### config.mk
export PLATFORM = sky130hd
export DESIGN_NAME = cmult_arbiter_flat
export DESIGN_NICKNAME = d
export VERILOG_FILES = /design/src/rtl/cmult_arbiter_if.sv /design/src/rtl/cmult_arbiter.sv /design/src/flat_wrapper.sv
export SDC_FILE = /design/constraint.sdc
export NUM_CORES = 1
export LEC_CHECK = 0
export CORE_ASPECT_RATIO = 1.1
export CORE_MARGIN = 1
export CORE_UTILIZATION = 34
export DETAILED_ROUTE_END_ITERATION = 8
export PLACE_DENSITY_LB_ADDON = 0.3
export SLEW_MARGIN = 20
export SYNTH_ARGS = -nofsm -noshare
export SYNTH_HDL_FRONTEND = slang
export SYNTH_SLANG_ARGS = --single-unit
### constraint.sdc
create_clock -name clk -period 1.7 [get_ports clk]
set_input_delay 0.425 -clock clk [delete_from_list [all_inputs] [get_ports clk]]
set_output_delay 0.425 -clock clk [all_outputs]
set_load 0.005 [all_outputs]
### src/rtl/cmult_arbiter_if.sv
// Bundle between two requesters, the shared complex multiplier and the result consumer.
// The slave modport is the arbiter's view; the master modport is the environment's view.
interface cmult_arbiter_if #(
    parameter int W = 8
);
    logic                  req0_valid;
    logic                  req1_valid;
    logic                  req0_ready;
    logic                  req1_ready;
    logic signed [W-1:0]   req0_a_real;
    logic signed [W-1:0]   req0_a_imag;
    logic signed [W-1:0]   req0_b_real;
    logic signed [W-1:0]   req0_b_imag;
    logic signed [W-1:0]   req1_a_real;
    logic signed [W-1:0]   req1_a_imag;
    logic signed [W-1:0]   req1_b_real;
    logic signed [W-1:0]   req1_b_imag;
    logic signed [W-1:0]   m_a_real;
    logic signed [W-1:0]   m_a_imag;
    logic signed [W-1:0]   m_b_real;
    logic signed [W-1:0]   m_b_imag;
    logic [1:0]            mult_valid;
    logic signed [2*W-1:0] m_z_real;
    logic signed [2*W-1:0] m_z_imag;
    logic                  res_valid;
    logic                  res_id;
    logic signed [2*W-1:0] res_real;
    logic signed [2*W-1:0] res_imag;
    logic [15:0]           cnt0;
    logic [15:0]           cnt1;

    modport slave (
        input  req0_valid, req1_valid,
        input  req0_a_real, req0_a_imag, req0_b_real, req0_b_imag,
        input  req1_a_real, req1_a_imag, req1_b_real, req1_b_imag,
        input  m_z_real, m_z_imag,
        output req0_ready, req1_ready,
        output m_a_real, m_a_imag, m_b_real, m_b_imag, mult_valid,
        output res_valid, res_id, res_real, res_imag,
        output cnt0, cnt1
    );

    modport master (
        output req0_valid, req1_valid,
        output req0_a_real, req0_a_imag, req0_b_real, req0_b_imag,
        output req1_a_real, req1_a_imag, req1_b_real, req1_b_imag,
        output m_z_real, m_z_imag,
        input  req0_ready, req1_ready,
        input  m_a_real, m_a_imag, m_b_real, m_b_imag, mult_valid,
        input  res_valid, res_id, res_real, res_imag,
        input  cnt0, cnt1
    );
endinterface

### src/rtl/cmult_arbiter.sv
// Round-robin arbiter sharing one pipelined complex multiplier between two requesters;
// an id tag pipeline matched to the multiplier latency routes each product back to its owner.
module cmult_arbiter #(
    parameter int W        = 8,
    parameter int MULT_LAT = 2
) (
    input  logic             clk,
    input  logic             rst,
    cmult_arbiter_if.slave   bus
);
    logic                grant0_s;
    logic                grant1_s;
    logic                accept_s;
    logic                last_grant_r;
    logic signed [W-1:0] a_real_r;
    logic signed [W-1:0] a_imag_r;
    logic signed [W-1:0] b_real_r;
    logic signed [W-1:0] b_imag_r;
    logic                issue_r;
    logic                issue_id_r;
    logic [MULT_LAT-1:0] tag_valid_r;
    logic [MULT_LAT-1:0] tag_id_r;
    logic [15:0]         cnt0_r;
    logic [15:0]         cnt1_r;

    function automatic logic [15:0] sat_inc(input logic [15:0] value);
        if (value == 16'hFFFF) begin
            return 16'hFFFF;
        end else begin
            return value + 16'd1;
        end
    endfunction

    // Grant selection: contention goes to the requester not served last.
    always_comb begin
        grant0_s = 1'b0;
        grant1_s = 1'b0;
        if (rst) begin
            grant0_s = 1'b0;
            grant1_s = 1'b0;
        end else if (bus.req0_valid && bus.req1_valid) begin
            grant0_s = last_grant_r;
            grant1_s = ~last_grant_r;
        end else begin
            grant0_s = bus.req0_valid;
            grant1_s = bus.req1_valid;
        end
    end

    // A grant is only ever given to a valid requester, so grant equals acceptance.
    assign accept_s = grant0_s | grant1_s;

    // Round-robin pointer; reset favours requester 0 on first contention.
    always_ff @(posedge clk) begin
        if (rst) begin
            last_grant_r <= 1'b1;
        end else if (accept_s) begin
            last_grant_r <= grant1_s;
        end else begin
            last_grant_r <= last_grant_r;
        end
    end

    // Operand launch register and issue strobe towards the multiplier.
    always_ff @(posedge clk) begin
        if (rst) begin
            a_real_r   <= '0;
            a_imag_r   <= '0;
            b_real_r   <= '0;
            b_imag_r   <= '0;
            issue_r    <= 1'b0;
            issue_id_r <= 1'b0;
        end else begin
            issue_r    <= accept_s;
            issue_id_r <= grant1_s;
            if (accept_s) begin
                a_real_r <= grant1_s ? bus.req1_a_real : bus.req0_a_real;
                a_imag_r <= grant1_s ? bus.req1_a_imag : bus.req0_a_imag;
                b_real_r <= grant1_s ? bus.req1_b_real : bus.req0_b_real;
                b_imag_r <= grant1_s ? bus.req1_b_imag : bus.req0_b_imag;
            end
        end
    end

    // Tag pipeline aligned with the multiplier; reset drops every in-flight tag.
    always_ff @(posedge clk) begin
        if (rst) begin
            tag_valid_r <= '0;
            tag_id_r    <= '0;
        end else begin
            for (int i = MULT_LAT - 1; i > 0; i--) begin
                tag_valid_r[i] <= tag_valid_r[i-1];
                tag_id_r[i]    <= tag_id_r[i-1];
            end
            tag_valid_r[0] <= issue_r;
            tag_id_r[0]    <= issue_id_r;
        end
    end

    // Per-requester acceptance counters, saturating rather than wrapping.
    always_ff @(posedge clk) begin
        if (rst) begin
            cnt0_r <= 16'd0;
            cnt1_r <= 16'd0;
        end else begin
            if (grant0_s) begin
                cnt0_r <= sat_inc(cnt0_r);
            end
            if (grant1_s) begin
                cnt1_r <= sat_inc(cnt1_r);
            end
        end
    end

    assign bus.req0_ready = grant0_s;
    assign bus.req1_ready = grant1_s;
    assign bus.m_a_real   = a_real_r;
    assign bus.m_a_imag   = a_imag_r;
    assign bus.m_b_real   = b_real_r;
    assign bus.m_b_imag   = b_imag_r;
    assign bus.mult_valid = {1'b0, issue_r};
    assign bus.res_valid  = tag_valid_r[MULT_LAT-1];
    assign bus.res_id     = tag_id_r[MULT_LAT-1];
    assign bus.res_real   = bus.m_z_real;
    assign bus.res_imag   = bus.m_z_imag;
    assign bus.cnt0       = cnt0_r;
    assign bus.cnt1       = cnt1_r;
endmodule

### src/flat_wrapper.sv
// flat-port wrapper written by rule: the top's interface ports become plain ports
module cmult_arbiter_flat 
#(
    parameter int W        = 8,
    parameter int MULT_LAT = 2
)
  (clk, rst, bus_req0_valid, bus_req1_valid, bus_req0_a_real, bus_req0_a_imag, bus_req0_b_real, bus_req0_b_imag, bus_req1_a_real, bus_req1_a_imag, bus_req1_b_real, bus_req1_b_imag, bus_m_z_real, bus_m_z_imag, bus_req0_ready, bus_req1_ready, bus_m_a_real, bus_m_a_imag, bus_m_b_real, bus_m_b_imag, bus_mult_valid, bus_res_valid, bus_res_id, bus_res_real, bus_res_imag, bus_cnt0, bus_cnt1);
  cmult_arbiter_if #(.W(W)) bus_i ();
  input  logic clk;
  input  logic rst;
  input wire logic [$bits(bus_i.req0_valid)-1:0] bus_req0_valid;
  input wire logic [$bits(bus_i.req1_valid)-1:0] bus_req1_valid;
  input wire logic [$bits(bus_i.req0_a_real)-1:0] bus_req0_a_real;
  input wire logic [$bits(bus_i.req0_a_imag)-1:0] bus_req0_a_imag;
  input wire logic [$bits(bus_i.req0_b_real)-1:0] bus_req0_b_real;
  input wire logic [$bits(bus_i.req0_b_imag)-1:0] bus_req0_b_imag;
  input wire logic [$bits(bus_i.req1_a_real)-1:0] bus_req1_a_real;
  input wire logic [$bits(bus_i.req1_a_imag)-1:0] bus_req1_a_imag;
  input wire logic [$bits(bus_i.req1_b_real)-1:0] bus_req1_b_real;
  input wire logic [$bits(bus_i.req1_b_imag)-1:0] bus_req1_b_imag;
  input wire logic [$bits(bus_i.m_z_real)-1:0] bus_m_z_real;
  input wire logic [$bits(bus_i.m_z_imag)-1:0] bus_m_z_imag;
  output wire logic [$bits(bus_i.req0_ready)-1:0] bus_req0_ready;
  output wire logic [$bits(bus_i.req1_ready)-1:0] bus_req1_ready;
  output wire logic [$bits(bus_i.m_a_real)-1:0] bus_m_a_real;
  output wire logic [$bits(bus_i.m_a_imag)-1:0] bus_m_a_imag;
  output wire logic [$bits(bus_i.m_b_real)-1:0] bus_m_b_real;
  output wire logic [$bits(bus_i.m_b_imag)-1:0] bus_m_b_imag;
  output wire logic [$bits(bus_i.mult_valid)-1:0] bus_mult_valid;
  output wire logic [$bits(bus_i.res_valid)-1:0] bus_res_valid;
  output wire logic [$bits(bus_i.res_id)-1:0] bus_res_id;
  output wire logic [$bits(bus_i.res_real)-1:0] bus_res_real;
  output wire logic [$bits(bus_i.res_imag)-1:0] bus_res_imag;
  output wire logic [$bits(bus_i.cnt0)-1:0] bus_cnt0;
  output wire logic [$bits(bus_i.cnt1)-1:0] bus_cnt1;
  assign bus_i.req0_valid = bus_req0_valid;
  assign bus_i.req1_valid = bus_req1_valid;
  assign bus_i.req0_a_real = bus_req0_a_real;
  assign bus_i.req0_a_imag = bus_req0_a_imag;
  assign bus_i.req0_b_real = bus_req0_b_real;
  assign bus_i.req0_b_imag = bus_req0_b_imag;
  assign bus_i.req1_a_real = bus_req1_a_real;
  assign bus_i.req1_a_imag = bus_req1_a_imag;
  assign bus_i.req1_b_real = bus_req1_b_real;
  assign bus_i.req1_b_imag = bus_req1_b_imag;
  assign bus_i.m_z_real = bus_m_z_real;
  assign bus_i.m_z_imag = bus_m_z_imag;
  assign bus_req0_ready = bus_i.req0_ready;
  assign bus_req1_ready = bus_i.req1_ready;
  assign bus_m_a_real = bus_i.m_a_real;
  assign bus_m_a_imag = bus_i.m_a_imag;
  assign bus_m_b_real = bus_i.m_b_real;
  assign bus_m_b_imag = bus_i.m_b_imag;
  assign bus_mult_valid = bus_i.mult_valid;
  assign bus_res_valid = bus_i.res_valid;
  assign bus_res_id = bus_i.res_id;
  assign bus_res_real = bus_i.res_real;
  assign bus_res_imag = bus_i.res_imag;
  assign bus_cnt0 = bus_i.cnt0;
  assign bus_cnt1 = bus_i.cnt1;
  cmult_arbiter #(.W(W), .MULT_LAT(MULT_LAT)) u_core (.clk(clk), .rst(rst), .bus(bus_i));
endmodule
# ---- Word level (Yosys, flattened, before mapping)
# Index checks and enable logic that the tools add are counted.
dict set report totals {
  register_bits 71
  out_inout_bits 102
  wordCells 28
}
dict set report op_classes {
  n_addsub 2
  eq_ne 2
  n_mux 10
  n_bitwise 2
  n_reduce_logical 1
}
# cell n
set ops {}
lappend ops {{$add 16x1->16 const B} 2}
lappend ops {{$eq 16x16->1 const B} 2}
lappend ops {{$mux 16} 2}
lappend ops {{$mux 8} 4}
lappend ops {{$mux 1} 4}
lappend ops {{$logic_and 1x1->1} 1}
lappend ops {{$not 1->1} 1}
lappend ops {{$or 1x1->1} 1}

# ---- Longest topological paths before layout
# Gate-level depths: netlist of run 1.
dict set report logic_depth {
  ltp_word 4
  mapped_depth 7
}

# ---- Worst setup path before layout of run 1
# No wires, ideal clock.
dict set report synth_timing {
  path_kind {input to register}
  start {input port rst}
  end {register u_core.cnt0_r[12], in the netlist u_core.bus.cnt0[12]}
  setup_time_ns 0.088
  arrival_ns 1.716
  t_required_ns 1.612
  slack_ns -0.104
  stages 7
  path_buffers 2
  path_cell_list {buf_6 nand2b_4 or4b_4 buf_6 nor2_8 a31oi_1 a311oi_2}
}
dict set report synth_via {
  elab_chain_cells 1
}
# element line
set synth_lines {}
lappend synth_lines {{start: declaration} flat_wrapper.sv:10} ;# input logic rst;
lappend synth_lines {{$mux 1} cmult_arbiter.sv:38} ;# if (rst) begin
lappend synth_lines {{end signal: assignment} cmult_arbiter.sv:107} ;# cnt0_r <= sat_inc(cnt0_r);
lappend synth_lines {{end: declaration} cmult_arbiter.sv:23} ;# logic [15:0] cnt0_r;
# Several ways; a longest one is shown, not always the timed one.
# A chain may end at the register's enable or synchronous reset.

# ---- Worst setup path after layout of run 1
dict set report layout_timing {
  start {register u_core.cnt0_r[3], in the netlist u_core.bus.cnt0[3]}
  end {output port bus_cnt0[3]}
}
# element line
set layout_lines {}
lappend layout_lines {{end: declaration} flat_wrapper.sv:34} ;# output wire logic [$bits(bus_i.cnt0)-1:0] bus_cnt0;
# No word-level cell between the ends.

==> results.txt, run 1 <==
The share of total power dissipated in the clock network is 33.6%. Data on the critical path is required at its endpoint by 1.27 ns. For this design the static power due to leakage is 1.98 nW.

The first global-routing pass estimated 13,700 um of wire. For this run, global-route usage on met1 was measured as 17.7%. The cell family contributing the most delay on the critical path is buffers and inverters. The tools report the final-report max-slew violation count as 0. The layer flagged by global routing as most heavily used is met2. The tools report the number of CTS-inserted buffers as 9. The tools report the number of distinct library cells after synthesis as 39.

CTS placed an instance of sky130_fd_sc_hd__clkbuf_8 at the clock tree root. After detailed routing, the number of vias per cell comes to 4.97. Count of flip-flops with a built-in enable after synthesis: 0. The source of the worst register-to-register timing path is u_core.bus.cnt0[3]$_SDFFE_PP0P_. The kind of critical path is reg2out. The detailed placer's ending HPWL was 6710 um; the clock skew was 0.00899 ns.

In this run the remaining antenna-violating nets after routing total 0. For this run, global-route usage on met3 was measured as 6.58%. Synthesis handed over a netlist of 369 instances. For the final-stage net count, the log shows 605.

Setup repair after global routing left no endpoint under its margin. The total of endpoints with negative setup slack in the final report was 0; the register clock-pin slew on the reported worst setup and hold paths was 0.07 ns. The via count of the first global-routing pass was 3,020. VDD sags by at most 334 uV. Port buffering added 136 buffers.

Cell count of the worst hold path: 1. The detailed router placed 3,111 vias in this run. Summed over its instances, the top area cell type makes up 41.9% of the synthesized netlist area. For this run, design rule violations remaining after detail routing come to 0. STA classifies the critical path endpoint as an output pin.

The total number of clock tree sinks was 71. For this run, the detailed router's first-pass iteration total came to 4. Relative to the synthesized area, the layout overhead comes to 51.7%.

Entering global routing, the biggest net connects 44 pins. The critical path starts at u_core.bus.cnt0[3]$_SDFFE_PP0P_. In the post-synthesis netlist, the cell with the most instances is sky130_fd_sc_hd__dfxtp_1. Along the worst path, the maximum fanout reaches 3. The launching element type of the critical path is a register. Hold repair after CTS inserted 0 buffers. STA puts the critical path data arrival time at 1.23 ns. Summed over all nets, the switching power comes to 0.875 mW. Of all cell types, the one taking the most synthesized area is sky130_fd_sc_hd__dfxtp_1.

The buffer levels on the longest clock path is 2. Counting cells, the worst reg-to-reg path comes to 5. In this run the core area contains 37 standard-cell rows. For this design the ratio of total power to cell area is 700 nW/um^2.

For this run the aggregate overflow at the end of global routing stands at 0. Overall power consumption after layout is estimated at 3.60 mW. The commonest cells after synthesis are 71 x sky130_fd_sc_hd__dfxtp_1, 35 x sky130_fd_sc_hd__buf_4, 33 x sky130_fd_sc_hd__mux2i_1. The highest attainable clock frequency was 0.603 GHz; the area enclosed by the die boundary was 10,400 sq um.

After layout, the minimum clock period comes to 1.66 ns. The tools report the H-tree depth as 3. The tool flagged a number of max-cap violations equal to 0. The routability-driven placement congestion ratio was 0.780; the met2 global-route usage was 28.4%.

The reg2reg setup slack is 0.05 ns. TritonCTS built the clock tree. The internal power of the cells totals 2.73 mW. Of the synthesized area, sequential elements account for 41.9%. Number of antenna violations at the first check in global routing: 1. The count of buffer and inverter cells on the critical path is 1, and the count of filler cells inserted in the layout is 882.

The worst-path cell with the longest stage delay is sky130_fd_sc_hd__clkdlybuf4s50_1. By area the synthesized netlist is led by sky130_fd_sc_hd__dfxtp_1 42%, sky130_fd_sc_hd__mux2i_1 9.7%, sky130_fd_sc_hd__buf_4 7.8%. The core region is 9540 sq um.

The share of synthesized flip-flops with an asynchronous set or reset is 0%. The starting density of the core was 35.5%. The signal on the critical path passes through clkdlybuf4s50_1. The endpoint identified for the worst register-to-register timing path is u_core.bus.cnt0[8]$_SDFFE_PP0P_. Counting every net in the synthesized netlist gives 471. The run finished with clean final reports. The floorplan die height was 107 um; the critical path's largest stage delay was 0.54 ns. Switching share of power: 24.3%.

The worst hold path begins at u_core.tag_valid_r[0]$_SDFF_PP0_. The cell area that synthesis handed to floorplanning was 3390 sq um. After layout, the worst path uses 97.5% of the clock period. Of the cells placed in the final design, the portion with a size suffix greater than 1 is 20.3%. Setup TNS after final layout: 0 ns. The class of the tightest hold or removal check was reg2reg. The number of top-level pins is 202, and the number of warnings reported in the yosys synthesis log is 0.

The final routed wire length divided by cell count was 14.1 um; the register bit total from synthesis was 71. The most used flip-flop cell after synthesis was sky130_fd_sc_hd__dfxtp_1. The synthesized area per cell was 9.19 sq um. The worst hold path terminates at u_core.tag_valid_r[1]$_SDFF_PP0_. Global routing used 16.5% of the available tracks. The register share of total power was 49.5%; the clock insertion delay at the later pin of the skew report was 0.33 ns.

The detailed-route wire length was 8810 um; the combinational share of power was 16.9%. The count of final hold-check violations was 0; the number of violations reported at the end of detailed-routing iteration 0 was 80. The die is 97.2 um wide.
## cell type report
class                           instances  area, sq um  share of cell area, %
Clock buffer                           13          159                   3.09
Sequential cell                        71         1470                   28.7
Tap cell                              117          146                   2.85
Antenna cell                            1         2.50                 0.0487
Timing Repair Buffer                  178         1710                   33.2
Multi-Input combinational cell        239         1620                   31.5
Clock inverter                          3         17.5                  0.341
Inverter                                4         15.0                  0.292
## routing by layer
layer / wire (um) / part of all wire [%]
met2: 4340 / 49
met3: 770 / 8.7
met5: 0 / 0
met1: 3520 / 40
met4: 178 / 2.0
## power by group through the flow
stage / logic, mW / registers, mW / clock network (mW)
after floorplan: 0.272 / 1.83 / 0
after global placement: 0.608 / 1.82 / 0
after detailed placement: 0.617 / 1.83 / 0
after CTS: 0.618 / 1.79 / 1.25
after global routing: 0.663 / 1.79 / 1.32
final: 0.609 / 1.78 / 1.21
## kinds of logic after synthesis
family	after synthesis	share of synthesized area, %
buf+inv	59	11.1
mux	33	9.75
fa+ha+maj	2	0.738
xor+xnor	19	4.91
simple gates	105	17.0
other cells	1	0.111
flops	71	41.9
compound gates	79	14.5
## how the worst max path moves through the flow
stage                                  endpoint  slack (ns)  cells after the start
5_1_grt                             bus_cnt0[3]       0.001                      1
3_5_place_dp    u_core.bus.cnt0[8]$_SDFFE_PP0P_       -0.57                      6
6_report                            bus_cnt0[3]        0.04                      1
2_1_floorplan  u_core.bus.cnt0[12]$_SDFFE_PP0P_       -0.04                      7
4_1_cts                             bus_cnt0[7]       0.002                      2
3_3_place_gp                     bus_req1_ready       -0.49                      4
## per-stage QoR
step / util [%] / worst slack, ns / hold slack (ns) / std cells / cell area, sq um
2_1_floorplan: - / -0.0353 / 0.414 / 369 / 3400
3_3_place_gp: 51.2 / -0.494 / 0.418 / 606 / 4890
3_5_place_dp: 51.2 / -0.566 / 0.420 / 606 / 4890
4_1_cts: 53.5 / 0.00189 / 0.438 / 623 / 5100
5_1_grt: 53.9 / 0.000982 / 0.465 / 626 / 5140
6_report: 53.9 / 0.0423 / 0.437 / 626 / 5140
## repair_timing
action	CTS	global route
buffers inserted	1	2
setup endpoints to repair	66	16
pin swaps	0	0
resized for setup	48	14
## cell usage in the layout (no fill, tap or decap), types with 7 or more instances in the layout
master	count
sky130_fd_sc_hd__dlygate4sd2_1	13
sky130_fd_sc_hd__dfxtp_1	43
sky130_fd_sc_hd__a211oi_1	24
sky130_fd_sc_hd__nand2_1	15
sky130_fd_sc_hd__nand3_1	28
sky130_fd_sc_hd__xor2_1	14
sky130_fd_sc_hd__a21oi_1	20
sky130_fd_sc_hd__nor2_1	28
sky130_fd_sc_hd__dfxtp_2	21
sky130_fd_sc_hd__mux2i_1	33
sky130_fd_sc_hd__o21ai_0	21
sky130_fd_sc_hd__dfxtp_4	7
sky130_fd_sc_hd__clkbuf_8	11
sky130_fd_sc_hd__buf_4	37
sky130_fd_sc_hd__clkdlybuf4s50_1	119
## state kept, by name, summed over array words and instances, names as in the netlist
signal and flops:
u_core.last_grant_r 1, u_core.tag_valid_r 2, u_core.bus.cnt1 16, u_core.bus.m_b_real 8, u_core.bus.m_a_real 8, u_core.bus.cnt0 16
u_core.tag_id_r 2, u_core.issue_r 1, u_core.bus.m_a_imag 8, u_core.issue_id_r 1, u_core.bus.m_b_imag 8
Note: power is estimated with default switching activity, not from simulation.
==> inputs of run 2 (changes only) <==
--- a/config.mk
+++ b/config.mk
@@ -7,8 +7,10 @@
 export LEC_CHECK = 0
 export CORE_ASPECT_RATIO = 1.1
 export CORE_MARGIN = 1
-export CORE_UTILIZATION = 34
+export CORE_UTILIZATION = 35
+export CTS_BUF_LIST = sky130_fd_sc_hd__clkbuf_4
 export DETAILED_ROUTE_END_ITERATION = 8
+export MAX_ROUTING_LAYER = met4
 export PLACE_DENSITY_LB_ADDON = 0.3
 export SLEW_MARGIN = 20
 export SYNTH_ARGS = -nofsm -noshare
==> run 2 against run 1 <==
Effect of this change:
- the flow now finishes with violations (setup timing)
- highest routed layer unchanged
- cell count increased by 3.4%
- critical path type is now in2reg
- sequential power about the same
- clock power decreased by 13%
- first-iteration DRC count increased by 35%
- die area decreased by 2.8%
==> results.txt, run 2 (synthesis results as in run 1) <==
The highest fanout seen on the critical path was 4. Clock-pin slew was measured on the worst setup and hold paths at 0.12 ns. The H-tree was split into 3 levels. The tools report the highest attainable clock frequency as 0.566 GHz. The worst hold path belongs to the class in2reg. Clock skew on the completed layout was measured at 0.0112 ns. The post-route worst setup slack is -0.0660 ns, and the area enclosed by the die boundary is 10,100 sq um. In this run the worst setup path begins at bus_req0_valid.

The via count of the first global-routing pass is 3,097, and the antenna cell count is 0. In the final routed layout, each cell accounts on average for 13.9 um. At the end of routability-driven placement, the weighted congestion stood at 0.825. The final-report max-slew violation count is 0. The flow ran to the end, but the final reports show violations. In this design, the stage delay of the slowest critical-path cell is 0.59 ns.

The finished cells cover 5330 sq um. The max-capacitance violation count is 0. Among all stages on the critical path, the largest delay is contributed by sky130_fd_sc_hd__or4b_4. The category of the worst setup path capture point was a register. Global-route wire length before repair: 14,400 um. The cell area power density was 640 nW/um^2; the die width was 95.8 um. TritonCTS built the clock tree.

The worst setup path is launched from an input pin. The library cell used most frequently in the layout, excluding fill and tap cells, is sky130_fd_sc_hd__clkdlybuf4s50_1. Cells with a size suffix above 1 make up 29.4% of the layout. The tools report the number of antenna-violating nets in the routed design as 0. The startpoint identified for the worst hold timing path is rst. The count of final hold-check violations is 0, and the total number of clock tree sinks is 71.

The minimum clock period came out at 1.77 ns. The data arrival time of the critical path is 2.08 ns, and the pre-CTS worst setup slack is -0.553 ns. TritonCTS created 9 clock buffers.

The worst-case IR drop observed on VDD is 341 uV. Global routing used 18.7% of the available tracks. Before antenna repair, the detailed router went through 5 iterations.

Relative to the synthesized area, the layout overhead comes to 57.1%. In this run the critical register-to-register path is launched from u_core.last_grant_r$_SDFFE_PP1P_. After detailed routing, the number of vias per cell comes to 4.86.

Setup repair after global routing could not meet its margin everywhere. The run gives 0 as the global route total overflow. The final-stage net count is 628. The number of violations reported at the end of detailed-routing iteration 0 was 108; the row count was 37. Static power due to leakage: 2.48 nW. The floorplan die height works out to 105 um. The top cell types in the final layout, fill and taps aside, are 64 x sky130_fd_sc_hd__clkdlybuf4s50_1, 60 x sky130_fd_sc_hd__buf_4, 55 x sky130_fd_sc_hd__dlygate4sd2_1, 41 x sky130_fd_sc_hd__dfxtp_2, 33 x sky130_fd_sc_hd__mux2i_1. The signal on the critical path passes through dlygate4sd2_1 -> buf_4 -> nand2b_4 -> or4b_4 -> buf_12 -> nor2_8 -> a31oi_4 -> a311oi_2.

In this run the deepest clock path goes through 2 buffers. For the number of remaining DRC errors, the log shows 0. Of the available clock period, the critical path in the final layout requires 104%. The total of endpoints with negative setup slack in the final report is 1.

Detailed placer's ending HPWL: 6350 um. Number of antenna violations at the first check in global routing: 0. The checks that failed: setup timing. The core outline area is 9400 sq um. Kind of critical path: in2reg. The post-cts hold buffer count is 0, and the detailed-route wire length is 8970 um.

For this block, the via count after detailed routing is 3,147. For the worst setup path, the data required time is 2.02 ns. The placed instances occupy a cell area of 4850 sq um. Entering global routing, the biggest net connects 36 pins. The tree is rooted in a sky130_fd_sc_hd__clkbuf_4. The clock reaches the later pin of the worst-skew pair after 0.40 ns.

The count of buffers added on input and output ports is 136. The starting density of the core came out at 36.1%. 202 I/O pins were placed.
[run 2: cell types whose count changed in the layout (fill, tap and decap cells not counted), moves of 11 or more]
cell	previous run	this run
sky130_fd_sc_hd__buf_4	37	60
sky130_fd_sc_hd__dfxtp_1	43	20
sky130_fd_sc_hd__clkdlybuf4s50_1	119	64
sky130_fd_sc_hd__dlygate4sd2_1	13	55
sky130_fd_sc_hd__dfxtp_2	21	41
sky130_fd_sc_hd__clkbuf_8	11	0
sky130_fd_sc_hd__dlymetal6s2s_1	1	14
[run 2: worst paths after layout]
check,to,slack (ns),depth (start not counted)
worst max-delay path,u_core.bus.cnt0[12]$_SDFFE_PP0P_,-0.07,8
worst min-delay path,u_core.bus.cnt1[5]$_SDFFE_PP0P_,0.28,2
worst max register to register,u_core.bus.cnt0[12]$_SDFFE_PP0P_,-0.04,7
worst min register to register,u_core.tag_valid_r[1]$_SDFF_PP0_,0.46,1
[run 2: cell type report]
| class | count | area (sq um) |
|---|---|---|
| Multi-Input combinational cell | 239 | 1680 |
| Clock buffer | 9 | 67.6 |
| Inverter | 4 | 15.0 |
| Clock inverter | 6 | 62.6 |
| Sequential cell | 71 | 1510 |
| Timing Repair Buffer | 201 | 1850 |
| Tap cell | 117 | 146 |
| Fill cell | 867 | 4070 |
[run 2: per-layer routing]
| metal | vias to the layer above | GRT usage [%] | routed length, um |
|---|---|---|---|
| met5 | - | - | 0 |
| li1 | 1599 | - | - |
| met2 | 111 | 29.9 | 4450 |
| met4 | 0 | 6.61 | 110 |
| met3 | 18 | 5.12 | 563 |
| met1 | 1419 | 22.3 | 3850 |
[run 2: power breakdown]
group | total [mW] | switching [mW] | leakage, nW | internal, mW
registers | 1.78 | 0.0386 | 0.606 | 1.74
clock network | 1.05 | 0.613 | 0.0638 | 0.435
logic | 0.583 | 0.231 | 1.81 | 0.352
total | 3.41 | 0.882 | 2.48 | 2.52
[run 2: worst max-delay path: cells and delay by family]
family / cells / cell delay [ns]
and+or+nand+nor: 3 / 0.76
buffers and inverters: 3 / 0.58
AOI/OAI and AO/OA: 2 / 0.32
[run 2: timing repair]
action | in CTS | in global routing
endpoints found under the hold margin | 0 | 0
setup endpoints to repair | 85 | 32
pin swaps | 1 | 7
buffers inserted | 25 | 5
gates resized for setup | 126 | 29
[run 2: per-stage QoR]
stage | total power [mW] | hold slack, ns | setup TNS (ns) | cells | util (%)
final | 3.41 | 0.283 | -0.0660 | 647 | 56.7
after global routing | 3.59 | 0.269 | -0.942 | 647 | 56.7
after global placement | 2.42 | 0.419 | -25.75 | 605 | 51.6
after floorplan | 2.10 | 0.414 | -0.0442 | 369 | -
after CTS | 3.45 | 0.254 | 0 | 645 | 55.3
after detailed placement | 2.43 | 0.432 | -27.43 | 605 | 51.6
==> inputs of run 3 (changes only) <==
==> constraint.sdc (replaced) <==
create_clock -name clk -period 1.4 [get_ports clk]
set_input_delay 0.35 -clock clk [delete_from_list [all_inputs] [get_ports clk]]
set_output_delay 0.35 -clock clk [all_outputs]
set_load 0.005 [all_outputs]
==> run 3 against run 2 <==
Effect of this change:
- the run still ends with setup timing left
- clock skew is 0.0039 ns lower
- via count rose by 9.5%
- die area is the same
- sequential share of layout area decreased by 2.5 points
- critical endpoint is now u_core.bus.cnt0[6]$_SDFFE_PP0P_
- power increased by 25%
- cell area rose by 11%
- sequential power grew 22%
- clock power grew 15%
- setup slack lost 0.18 ns
==> results.txt, run 3 (synthesis results as in run 1) <==
The flow ran to the end, but the final reports show violations. The checks that failed: setup timing. The floorplan step set the die height to 105 um. The starting density of the core is 36.1%.

The register clock-pin slew on the reported worst setup and hold paths is 0.11 ns, and the via count of the first global-routing pass is 3,417. The run gives 0 as the final-report max-slew violation count. The final layout contains 663 nets.

The worst setup path is of the reg2reg kind. The worst setup path is captured at a register. Row count: 37. The via count normalized by instance count is 5.04, and the routability-driven placement congestion ratio is 0.823. The pin count of the biggest net entering global routing came out at 49.

The number of violations reported at the end of detailed-routing iteration 0 was 68; the total number of clock tree sinks was 71. Die width: 95.8 um. The count of final hold-check violations came out at 0. The number of cells on the worst reg-to-reg path is 7.

Across the routed clock network, the largest skew measured is 0.00733 ns. The region available for standard cell placement spans 9400 sq um. CTS placed an instance of sky130_fd_sc_hd__clkbuf_4 at the clock tree root. The worst hold path begins at rst. The highest attainable clock frequency is 0.606 GHz, and the H-tree depth is 3.

Of all nets on the critical path, the largest fanout is 5. The total of endpoints with negative setup slack in the final report was 45; the critical path's largest stage delay was 0.56 ns. The tools report the reg2reg setup slack as -0.25 ns. The logs give 0 for the number of antenna-violating nets in the routed design and 15,900 um for the global-route wire length before repair. The count of buffer and inverter cells on the critical path was 2; the static power due to leakage was 2.47 nW. For this block, the routed nets add up to 10,400 um of wire. The transition at the pin with the smallest max-transition slack is 0.558 ns. The source of the worst register-to-register timing path was u_core.bus.cnt0[1]$_SDFFE_PP0P_. Global routing finished with a remaining overflow of 0. The slowest stage of the critical path is the sky130_fd_sc_hd__or4b_4 cell. The run gives -0.251 ns as the post-route worst setup slack. Data arrives at the worst endpoint at 1.93 ns. Counting instances, the worst hold path has a depth of 2. In this run the worst hold path is classified as in2reg. The final routed wire length divided by cell count was 15.3 um.

Global routing used 20.7% of the available tracks across all layers. Number of port buffers: 136. The endpoint of the lowest-slack register-to-register path was u_core.bus.cnt0[6]$_SDFFE_PP0P_. The run gives 626 as the cell count after placement. The path with the worst hold slack has its endpoint at u_core.tag_id_r[0]$_SDFF_PP0_.

The max-capacitance violation count is 0. The worst setup path is launched from a register. The cell occurring most often along the worst timing path was sky130_fd_sc_hd__buf_6. TritonCTS built the clock tree. The logs give 4 for the number of iterations in the first detailed-routing pass and 202 for the number of top-level pins. For the worst-skew pair, the clock arrives at the later sink with an insertion delay of 0.40 ns. STA puts the critical path data required time at 1.68 ns. The run gives 490 uV as the maximum vdd drop. Grouping stages by cell kind, the critical path spends the most delay in simple AND/OR/NAND/NOR gates. The design draws 4.26 mW.

Cell area power density: 723 nW/um^2. Subtracting the final worst setup slack from the clock period gives 1.65 ns. The area growth from synthesis to layout is 73.8%.

For the number of remaining DRC errors, the log shows 0. The setup TNS after final layout was -3.11 ns. The longest clock path from root to sink contains 2 buffers.

Counting the buffers created by CTS gives 9. Traced cell by cell, the critical path runs through buf_6 -> ha_4 -> or4b_4 -> buf_6 -> nor2_4 -> xnor2_1 -> o21ai_1. In the layout the commonest cells are 67 x sky130_fd_sc_hd__buf_4, 64 x sky130_fd_sc_hd__clkdlybuf4s50_1, 53 x sky130_fd_sc_hd__dfxtp_2, 32 x sky130_fd_sc_hd__buf_6, 28 x sky130_fd_sc_hd__clkdlybuf4s15_1. For the count of non-filler cells in the finished layout, the log shows 684. Setup repair after global routing could not meet its margin everywhere. Leaving out fill and tap cells, the most frequent cell in the layout is sky130_fd_sc_hd__buf_4. The number of antenna violations at the first check in global routing was 1; the fraction of the cycle the final worst path needs was 118%. Worst hold-check slack: 0.185 ns. The area enclosed by the die boundary came out at 10,100 sq um. The run gives 6570 um as the detailed placer's ending HPWL. Summing over every cut layer, the via total after detailed routing is 3,445.

In this run the tightest slew margin relative to its limit is 62.8%. The share of cells above drive strength 1 works out to 43.6%.
==> run 3: cell count changes in the layout (fill, tap and decap cells not counted), moves of 10 or more <==
cell | before | now
sky130_fd_sc_hd__dfxtp_1 | 20 | 9
sky130_fd_sc_hd__clkdlybuf4s15_1 | 0 | 28
sky130_fd_sc_hd__buf_2 | 3 | 13
sky130_fd_sc_hd__dfxtp_2 | 41 | 53
sky130_fd_sc_hd__buf_6 | 2 | 32
sky130_fd_sc_hd__dlymetal6s2s_1 | 14 | 0
sky130_fd_sc_hd__o21ai_0 | 21 | 2
sky130_fd_sc_hd__dlygate4sd2_1 | 55 | 25
sky130_fd_sc_hd__o21ai_1 | 2 | 20
==> run 3: worst reg2reg max path, stage by stage (launching register included) <==
cell and delay (ns):
sky130_fd_sc_hd__dfxtp_2 0.35, sky130_fd_sc_hd__buf_6 0.10, sky130_fd_sc_hd__ha_4 0.11, sky130_fd_sc_hd__or4b_4 0.56, sky130_fd_sc_hd__buf_6 0.17, sky130_fd_sc_hd__nor2_4 0.08
sky130_fd_sc_hd__xnor2_1 0.11, sky130_fd_sc_hd__o21ai_1 0.07
==> run 3: metrics by stage <==
stage	cell area [sq um]	utilization, %	worst slack (ns)
2_1_floorplan	3410	-	-0.260
6_report	5890	62.7	-0.251
4_1_cts	5560	59.2	-0.249
5_1_grt	5890	62.7	-0.326
3_3_place_gp	5020	53.4	-0.723
3_5_place_dp	5020	53.4	-0.744
==> run 3: worst max path at each step <==
stage	from	to	slack (ns)	cells after the start
finish	u_core.bus.cnt0[1]$_SDFFE_PP0P_	u_core.bus.cnt0[6]$_SDFFE_PP0P_	-0.25	7
global route	u_core.bus.cnt0[1]$_SDFFE_PP0P_	u_core.bus.cnt0[14]$_SDFFE_PP0P_	-0.33	6
CTS	u_core.last_grant_r$_SDFFE_PP1P_	u_core.bus.cnt0[14]$_SDFFE_PP0P_	-0.25	6
detailed placement	bus_req1_valid	u_core.bus.cnt0[12]$_SDFFE_PP0P_	-0.74	6
global placement	bus_req1_valid	u_core.bus.cnt0[8]$_SDFFE_PP0P_	-0.72	6
floorplan	rst	u_core.bus.cnt0[12]$_SDFFE_PP0P_	-0.26	7
==> run 3: layout make-up <==
cell class              instances  area (sq um)
fillers                       806          3510
repair buffers                236          2220
multi-input cells             239          1860
flip-flops and latches         71          1520
well taps                     117           146
clock buffers                   9          67.6
clock inverters                 7          53.8
inverters                       4          15.0
diodes                          1          2.50
==> run 3: power by group <==
group	leakage, nW	total, mW	internal, mW	switching, mW
registers	0.609	2.17	2.12	0.0552
clock network	0.0673	1.21	0.514	0.697
logic	1.79	0.878	0.538	0.340
total	2.47	4.26	3.17	1.09
==> run 3: timing repair <==
item / in CTS / in global routing
setup buffers: 32 / 8
gates cloned: 3 / 2
hold buffers: 0 / 0
endpoints found under the hold margin: 0 / 0
gates resized for setup: 238 / 100
endpoints found under the setup margin: 131 / 104
pin swaps: 27 / 44
==> run 3: layer usage <==
| metal | global-route usage, % | vias up | wire length [um] |
|---|---|---|---|
| met5 | - | - | 0 |
| met4 | 8.32 | 0 | 170 |
| met3 | 4.18 | 15 | 530 |
| met2 | 34.9 | 112 | 5450 |
| met1 | 23.8 | 1653 | 4290 |
| li1 | - | 1665 | - |
